--- src/rtl/mem_arbiter.sv ---
// Round-robin arbiter that shares one memory port between instruction fetch and load/store.
// One transaction is in flight at a time: IDLE accepts, REQ issues it, WAIT collects the response.
module mem_arbiter #(
  parameter int ADDR_W = 64,
  parameter int DATA_W = 64
) (
  input  logic                clk,
  input  logic                rst,

  input  logic                if_req_valid,
  output logic                if_req_ready,
  input  logic [ADDR_W-1:0]   if_addr,
  output logic                if_resp_valid,
  output logic [DATA_W-1:0]   if_rdata,

  input  logic                ls_req_valid,
  output logic                ls_req_ready,
  input  logic [ADDR_W-1:0]   ls_addr,
  input  logic                ls_wen,
  input  logic [DATA_W-1:0]   ls_wdata,
  input  logic [DATA_W/8-1:0] ls_wmask,
  output logic                ls_resp_valid,
  output logic [DATA_W-1:0]   ls_rdata,

  output logic                mem_req_valid,
  input  logic                mem_req_ready,
  output logic [ADDR_W-1:0]   mem_addr,
  output logic                mem_wen,
  output logic [DATA_W-1:0]   mem_wdata,
  output logic [DATA_W/8-1:0] mem_wmask,
  input  logic                mem_resp_valid,
  input  logic [DATA_W-1:0]   mem_rdata,

  output logic                busy
);

  localparam int MASK_W = DATA_W / 8;

  typedef enum logic [1:0] {IDLE, REQ, WAIT} state_t;
  typedef enum logic {OWN_IF, OWN_LS} owner_t;

  state_t              state;
  owner_t              owner;
  owner_t              last_grant;
  logic [ADDR_W-1:0]   lat_addr;
  logic                lat_wen;
  logic [DATA_W-1:0]   lat_wdata;
  logic [MASK_W-1:0]   lat_wmask;

  logic grant_ls;
  logic grant_if;
  logic in_req;
  logic resp_fire;

  // On a tie the requester that did not win last time gets the port.
  assign grant_ls = ls_req_valid && (!if_req_valid || last_grant == OWN_IF);
  assign grant_if = if_req_valid && !grant_ls;

  // Ready is masked by rst so no handshake is ever reported on a cycle the FSM discards.
  assign if_req_ready = (state == IDLE) && !rst && grant_if;
  assign ls_req_ready = (state == IDLE) && !rst && grant_ls;

  assign in_req        = (state == REQ) && !rst;
  assign mem_req_valid = in_req;
  assign mem_addr      = in_req ? lat_addr  : '0;
  assign mem_wen       = in_req ? lat_wen   : 1'b0;
  assign mem_wdata     = in_req ? lat_wdata : '0;
  assign mem_wmask     = in_req ? lat_wmask : '0;

  // Responses outside WAIT are stray and must never reach a requester.
  assign resp_fire     = (state == WAIT) && !rst && mem_resp_valid;
  assign if_resp_valid = resp_fire && (owner == OWN_IF);
  assign ls_resp_valid = resp_fire && (owner == OWN_LS);
  assign if_rdata      = if_resp_valid ? mem_rdata : '0;
  assign ls_rdata      = ls_resp_valid ? mem_rdata : '0;

  assign busy = (state != IDLE);

  // NOTE: sequential state uses non-blocking assignments only, so every register
  // samples the pre-edge values regardless of statement order.
  always_ff @(posedge clk) begin
    if (rst) begin
      state      <= IDLE;
      owner      <= OWN_IF;
      last_grant <= OWN_IF;
      lat_addr   <= '0;
      lat_wen    <= 1'b0;
      lat_wdata  <= '0;
      lat_wmask  <= '0;
    end else begin
      case (state)
        IDLE: begin
          if (if_req_ready) begin
            state      <= REQ;
            owner      <= OWN_IF;
            last_grant <= OWN_IF;
            lat_addr   <= if_addr;
            lat_wen    <= 1'b0;
            lat_wdata  <= '0;
            lat_wmask  <= '0;
          end else if (ls_req_ready) begin
            state      <= REQ;
            owner      <= OWN_LS;
            last_grant <= OWN_LS;
            lat_addr   <= ls_addr;
            lat_wen    <= ls_wen;
            lat_wdata  <= ls_wdata;
            lat_wmask  <= ls_wmask;
          end
        end
        REQ: begin
          if (mem_req_ready) state <= WAIT;
        end
        WAIT: begin
          if (mem_resp_valid) state <= IDLE;
        end
        default: state <= IDLE;
      endcase
    end
  end

endmodule

--- config.mk ---
export PLATFORM = sky130hd
export DESIGN_NAME = mem_arbiter
export DESIGN_NICKNAME = d
export VERILOG_FILES = /design/src/rtl/mem_arbiter.sv
export SDC_FILE = /design/constraint.sdc
export NUM_CORES = 1
export LEC_CHECK = 0
export BUFFER_PORTS_ARGS = -buffer_cell sky130_fd_sc_hd__buf_4
export CORE_AREA = 2 2 209 211
export DETAILED_ROUTE_END_ITERATION = 16
export DIE_AREA = 0 0 211 213
export PLACE_DENSITY = 0.48
export SYNTH_ARGS = -nofsm -noshare
export SYNTH_HDL_FRONTEND = slang
export SYNTH_SLANG_ARGS = --single-unit
--- constraint.sdc ---
create_clock -name clk -period 2.6 [get_ports clk]
set_input_delay 0.39 -clock clk [delete_from_list [all_inputs] [get_ports clk]]
set_output_delay 0.39 -clock clk [all_outputs]
set_load 0.005 [all_outputs]
==> qor.csv, run 1 <==
stage;metric;value;unit
sta;slew_headroom;0.297;
status;status;completed;
critical_path;crit_type;reg2out;
pwr;power.density;477;nW/um^2
place;numPortBuffers;541;
layout;drive_gt1_frac;0.418;
critical_path;worstPathMaxFanout;93;
logic_synthesis;netlist_instances;970;
logic_synthesis;yosysMostFrequentCell;and2_1;
logic_synthesis;yosysUniqueCellTypes;31;
critical_path;cp-start-kind;flip-flop;
clock_tree;postCtsResizedCells;0;
worst_hold_path;hold_path.class;in2reg;
logic_synthesis;ys_top_cells_by_count;and2_1, dfxtp_1, o21ai_0;
grt;grt_use_total;0.171;
logic_synthesis;synth-main-ff-cell;dfxtp_1;
logic_synthesis;async_flop_share;0;
sta;drv_slew;0;
layout;syn_to_final_growth;66.4;%
sta;min_period_over_period;0.939;
place;dpl_cell_area;12200;um^2
detailed_routing;ant_nets;0;
clock_tree;clkLatencyLatePin;0.46;ns
clock_tree;post_cts_buffers;0;
sta;skew;0.00995;ns
sta;clock.fmax;410;MHz
grt;grt_max_degree;95;
clock_tree;clkTransAtPathRegs;0.07;ns
logic_synthesis;netlist.area_leader.share;0.365;
die;top_level_ports;542;
die;fp-row-count;76;
layout;fin_area;12800;um^2
pwr;leakage;0.00579;uW
logic_synthesis;synth_edf_count;0;
place;hpwl;29.7;mm
layout;final_nets;1707;
sta;period_needed;2.44;ns
pwr;p_seq_frac;0.389;
pwr;intPower;4310;uW
detailed_routing;vias_per_cell;4.50;
logic_synthesis;synth_area;7690;um^2
grt;grt_overflow;0;
logic_synthesis;postSynthAreaPerCell;7.92;um^2
pwr;combPwrFrac;0.188;
detailed_routing;wl;40.5;mm
layout;n_fill_cell;4638;
pwr;power.switching;1790;uW
sta;hold_viol;0;
detailed_routing;wl_per_cell;20.2;um
pwr;power_frac_clock;0.423;
clock_tree;cts_root_buf;clkbuf_16;
critical_path;end_kind;output pin;
grt;antenna_found_initial;9;
detailed_routing;vias;9009;
clock_tree;cts_tree;done;
clock_tree;clock-sinks;140;
detailed_routing;dr.pass1.iters;4;
critical_path;cp_cell_sequence;nor3b_4 > buf_12 > and2_1 > buf_4;
sta;grt_setup_unrepaired;false;
logic_synthesis;synth_nets;1241;
detailed_routing;first_iter_violations;511;
clock_tree;cts_hold_buffers;0;
clock_tree;htree_levels;4;
layout;multi_input_area;4400;um^2
layout;seq_area;2800;um^2
die;dieArea;44900;um^2
logic_synthesis;synth_area_leader_cell;dfxtp_1;
pwr;ir_drop;439;uV
sta;fin_tns_setup;0;ns
critical_path;arrival;2.05;ns
critical_path;max_stage_delay;0.47;ns
die;core_area;42700;um^2
logic_synthesis;synth-seq-cells;140;
critical_path;worstPathRequired;2.21;ns
logic_synthesis;yosysSeqAreaShare;0.365;
pwr;p_sw_frac;0.293;
place;routabilityCongestion;0.869;
job;maxCapViolCount;0;
critical_path;cp_num_buf_inv;2;
die;die-width;211;um
grt;grt_pass1_wl;56.6;mm
critical_path;path_delay_family;simple AND/OR/NAND/NOR gates;
clock_tree;clockBufferDepth;2;
logic_synthesis;ys_top_cells_by_area;dfxtp_1, and2_1, o21ai_0;
critical_path;slowest_stage;dfxtp_1;
die;dieHeight;213;um
sta;finalSetupViolations;0;
clock_tree;numCtsBuffers;17;
detailed_routing;drc;0;
sta;worstMarginPinSlew;1.05;ns
logic_synthesis;yosysWarnings;0;
die;start_util;0.180;
grt;grt_pass1_vias;8808;
## per-stage QoR
step           power [uW]  utilization  cells  setup slack, ns  hold slack [ns]
2_1_floorplan        2950            -    970            0.814            0.447
3_3_place_gp         3570        0.285   1963            0.471            0.456
3_5_place_dp         3580        0.285   1963            0.492            0.461
4_1_cts              6210        0.299   1995           0.0130            0.116
5_1_grt              6390        0.300   2002         0.000176            0.126
6_report             6100        0.300   2002            0.159            0.152
## cell usage in the layout (no fill, tap or decap), drive strengths merged, types with 7 or more instances in the layout
cell / Yosys / layout
inv: 3 / 9
a221o: 25 / 25
clkbuf: 74 / 19
and2: 265 / 265
nand3b: 39 / 39
diode: 0 / 7
nor2: 7 / 7
a311oi: 39 / 39
nand3: 73 / 73
and3: 27 / 27
buf: 40 / 561
dfxtp: 140 / 140
o21ai: 112 / 112
a21oi: 111 / 111
## kinds of logic (layout without fill, tap and decap cells)
kind of cell	count (synthesis)	count (layout)	synth area share
simple gates	419	419	0.336
compound gates	294	294	0.230
buf+inv	117	596	0.0692
flops	140	140	0.365
other cells	0	7	0
## final timing paths
path,startpoint,endpoint,slack [ns],cells after the start
max,state[0],mem_wdata[63],0.16,4
min,if_addr[32],lat_addr[32],0.15,2
max reg2reg,state[1],lat_addr[34],0.64,4
min reg2reg,lat_wdata[33],lat_wdata[33],0.47,2
## power groups by stage
stage                     Clock [uW]  Sequential, uW  Combinational [uW]
after floorplan                    0            2390                 559
after global placement             0            2420                1150
after detailed placement           0            2420                1160
after CTS                       2680            2370                1160
after global routing            2750            2390                1250
final                           2580            2370                1150
## registers in the layout, indices dropped and copies added (netlist names)
signal      count
lat_addr       64
lat_wdata      64
lat_wmask       8
state           2
last_grant      1
lat_wen         1
## per-layer routing
layer,wire length [um],vias up,track usage
li1,-,4349,-
met5,13,-,0
met2,21400,361,0.308
met3,2760,60,0.0466
met4,1330,2,0.0850
met1,15000,4237,0.183
## final cells by class
class | instances | area share
clock inverters | 13 | 0.0121
diodes | 7 | 0.00137
inverters | 3 | 0.000881
multi-input cells | 713 | 0.344
well taps | 546 | 0.0534
repair buffers | 561 | 0.334
clock buffers | 19 | 0.0346
flip-flops and latches | 140 | 0.219
No activity file was read; power rests on OpenSTA's default activity.
==> inputs of run 2 (changes only) <==
--- a/config.mk
+++ b/config.mk
@@ -10,4 +10,5 @@
 export DETAILED_ROUTE_END_ITERATION = 16
 export DIE_AREA = 0 0 211 213
+export GPL_TIMING_DRIVEN = 0
 export PLACE_DENSITY = 0.48
 export SYNTH_ARGS = -nofsm -noshare
==> constraint.sdc (replaced) <==
create_clock -name clk -period 2.6 [get_ports clk]
set_input_delay 0.39 -clock clk [delete_from_list [all_inputs] [get_ports clk]]
set_output_delay 0.39 -clock clk [all_outputs]
set_load 0.01 [all_outputs]
==> qor.csv, run 2 (synthesis results as in run 1) <==
stage;metric;value;unit;change
die;dieHeight;213;um;unchanged
grt;grt_max_degree;20;;-79%
clock_tree;clockBufferDepth;2;;unchanged
pwr;combPwrFrac;0.197;;+0.009
pwr;ir_drop;447;uV;+1.8%
clock_tree;clock-sinks;140;;unchanged
clock_tree;clkLatencyLatePin;0.45;ns;about the same
critical_path;slowest_stage;dfxtp_1;;
critical_path;path_delay_family;buffers and inverters;;
layout;final_cell_mix;buf_4, and2_1, dfxtp_1;;
detailed_routing;first_iter_violations;633;;+24%
die;dieArea;44900;um^2;unchanged
sta;worstMarginPinSlew;1.28;ns;+0.221 ns
detailed_routing;wl;44.8;mm;+11%
die;core_area;42700;um^2;unchanged
pwr;p_seq_frac;0.374;;-0.015
worst_hold_path;hold_path.class;in2reg;;
layout;final_nets;1800;;+5.4%
layout;layout_commonest_cell;buf_4;;
grt;grt_pass1_vias;9397;;+6.7%
sta;min_period_over_period;0.950;;+0.0106
critical_path;max_stage_delay;0.31;ns;-0.16 ns
clock_tree;cts_hold_buffers;0;;unchanged
pwr;p_sw_frac;0.285;;-0.00856
critical_path;worstPathRequired;2.21;ns;about the same
pwr;leakage;0.00603;uW;+4.2%
sta;clock.fmax;405;MHz;-1.1%
sta;period_needed;2.47;ns;+0.0276 ns
layout;reg_top3;lat_addr (64), lat_wdata (64), lat_wmask (8);;
detailed_routing;ant_nets;0;;unchanged
pwr;intPower;4540;uW;+5.3%
clock_tree;cts_root_buf;clkbuf_16;;
place;routabilityCongestion;0.893;;+2.8%
clock_tree;numCtsBuffers;17;;unchanged
place;dp_slack;-0.296;ns;-0.788 ns
die;top_level_ports;542;;unchanged
critical_path;r2r_slack;0.44;ns;-0.20 ns
pwr;finalPower;6350;uW;+4.0%
layout;n_fill_cell;4673;;+0.75%
pwr;power.switching;1810;uW;+1.0%
detailed_routing;wl_per_cell;21.4;um;+5.9%
sta;setup_slack;0.131;ns;-0.0276 ns
job;maxCapViolCount;0;;unchanged
place;numPortBuffers;540;;-0.18%
critical_path;end_kind;output pin;;
critical_path;cp_common_cell;clkbuf_4;;
sta;finalSetupViolations;0;;unchanged
critical_path;cp_num_buf_inv;4;;+2
layout;drive_gt1_frac;0.419;;+0.00103
layout;syn_to_final_growth;71.0;%;
sta;hold_slack;0.159;ns;+0.00645 ns
pwr;power.density;483;nW/um^2;+1.2%
detailed_routing;dr.pass1.iters;4;;unchanged
critical_path;arrival;2.08;ns;+0.03 ns
grt;grt_pass1_wl;62.4;mm;+10%
pwr;power_frac_clock;0.429;;+0.006
sta;fin_tns_setup;0;ns;unchanged
die;die-width;211;um;unchanged
grt;antenna_found_initial;7;;-2
place;hpwl;36.2;mm;+22%
critical_path;worstPathMaxFanout;10;;-89%
status;status;completed;;
critical_path;crit_type;reg2out;;
sta;skew;0.00747;ns;-0.00248 ns
clock_tree;cts_tree;done;;
clock_tree;htree_levels;4;;unchanged
detailed_routing;vias_per_cell;4.53;;+0.59%
sta;grt_setup_unrepaired;false;;
sta;hold_viol;0;;unchanged
die;fp-row-count;76;;unchanged
critical_path;cp-start-kind;flip-flop;;
sta;drv_slew;0;;unchanged
detailed_routing;drc;0;;unchanged
die;start_util;0.180;;unchanged
grt;grt_overflow;0;;unchanged
sta;slew_headroom;0.147;;-0.150
grt;grt_use_total;0.190;;+0.0196
detailed_routing;vias;9470;;+5.1%
critical_path;cp_cell_sequence;buf_6 > nor3b_2 > and3_2 > clkbuf_4 > clkbuf_4 > and2_1 > buf_4;;
clock_tree;clkTransAtPathRegs;0.07;ns;about the same
==> run 2: cell count changes in the layout (fill, tap and decap cells not counted), moves of 5 or more <==
cell	before	now
buf_2	0	33
buf_6	0	6
buf_12	5	0
clkbuf_4	0	12
buf_4	556	543
clkbuf_2	0	12
clkbuf_1	1	49
==> run 2: power by group through the flow <==
stage,Sequential [uW],Combinational (uW),Clock [uW]
after detailed placement,2420,1260,0
after CTS,2370,1270,2820
after global routing,2390,1360,2890
after global placement,2410,1250,0
final,2370,1250,2720
after floorplan,2390,579,0
==> run 2: area by class of cell <==
| type | count | area [um^2] | area share |
|---|---|---|---|
| Buffer | 113 | 578 | 0.0440 |
| Timing Repair Buffer | 541 | 4060 | 0.309 |
| Inverter | 3 | 11.3 | 0.000857 |
| Tap cell | 546 | 683 | 0.0520 |
| Antenna cell | 5 | 12.5 | 0.000952 |
| Sequential cell | 140 | 2800 | 0.213 |
| Clock buffer | 21 | 460 | 0.0350 |
| Clock inverter | 10 | 163 | 0.0124 |
| Multi-Input combinational cell | 713 | 4370 | 0.332 |
==> run 2: routing by layer <==
layer  part of all wire  GRT usage  wire length, um
met1               0.38      0.210            17200
met2               0.53      0.353            23900
met3              0.055     0.0372             2440
met4              0.026     0.0814             1170
met5                  0          0                0
==> run 2: per-stage QoR <==
stage	instance area (um^2)	instances	utilization
after floorplan	7690	970	-
after global placement	12400	2056	0.291
after detailed placement	12400	2056	0.291
after CTS	13100	2087	0.307
after global routing	13100	2092	0.308
final	13100	2092	0.308
==> run 2: path summary, 6_finish.rpt <==
path | startpoint | endpoint | cells past startpoint
worst min-delay path | mem_req_ready | state[0] | 2
worst max register to register | last_grant | lat_wdata[17] | 5
worst min register to register | lat_wdata[38] | lat_wdata[38] | 2
worst max-delay path | state[0] | ls_rdata[34] | 7
==> run 2: repair_timing <==
action / 4_1_cts / 5_1_grt
gates resized for setup: 33 / 16
pin swaps: 1 / 0
endpoints found under the setup margin: 222 / 99
setup buffers: 1 / 0
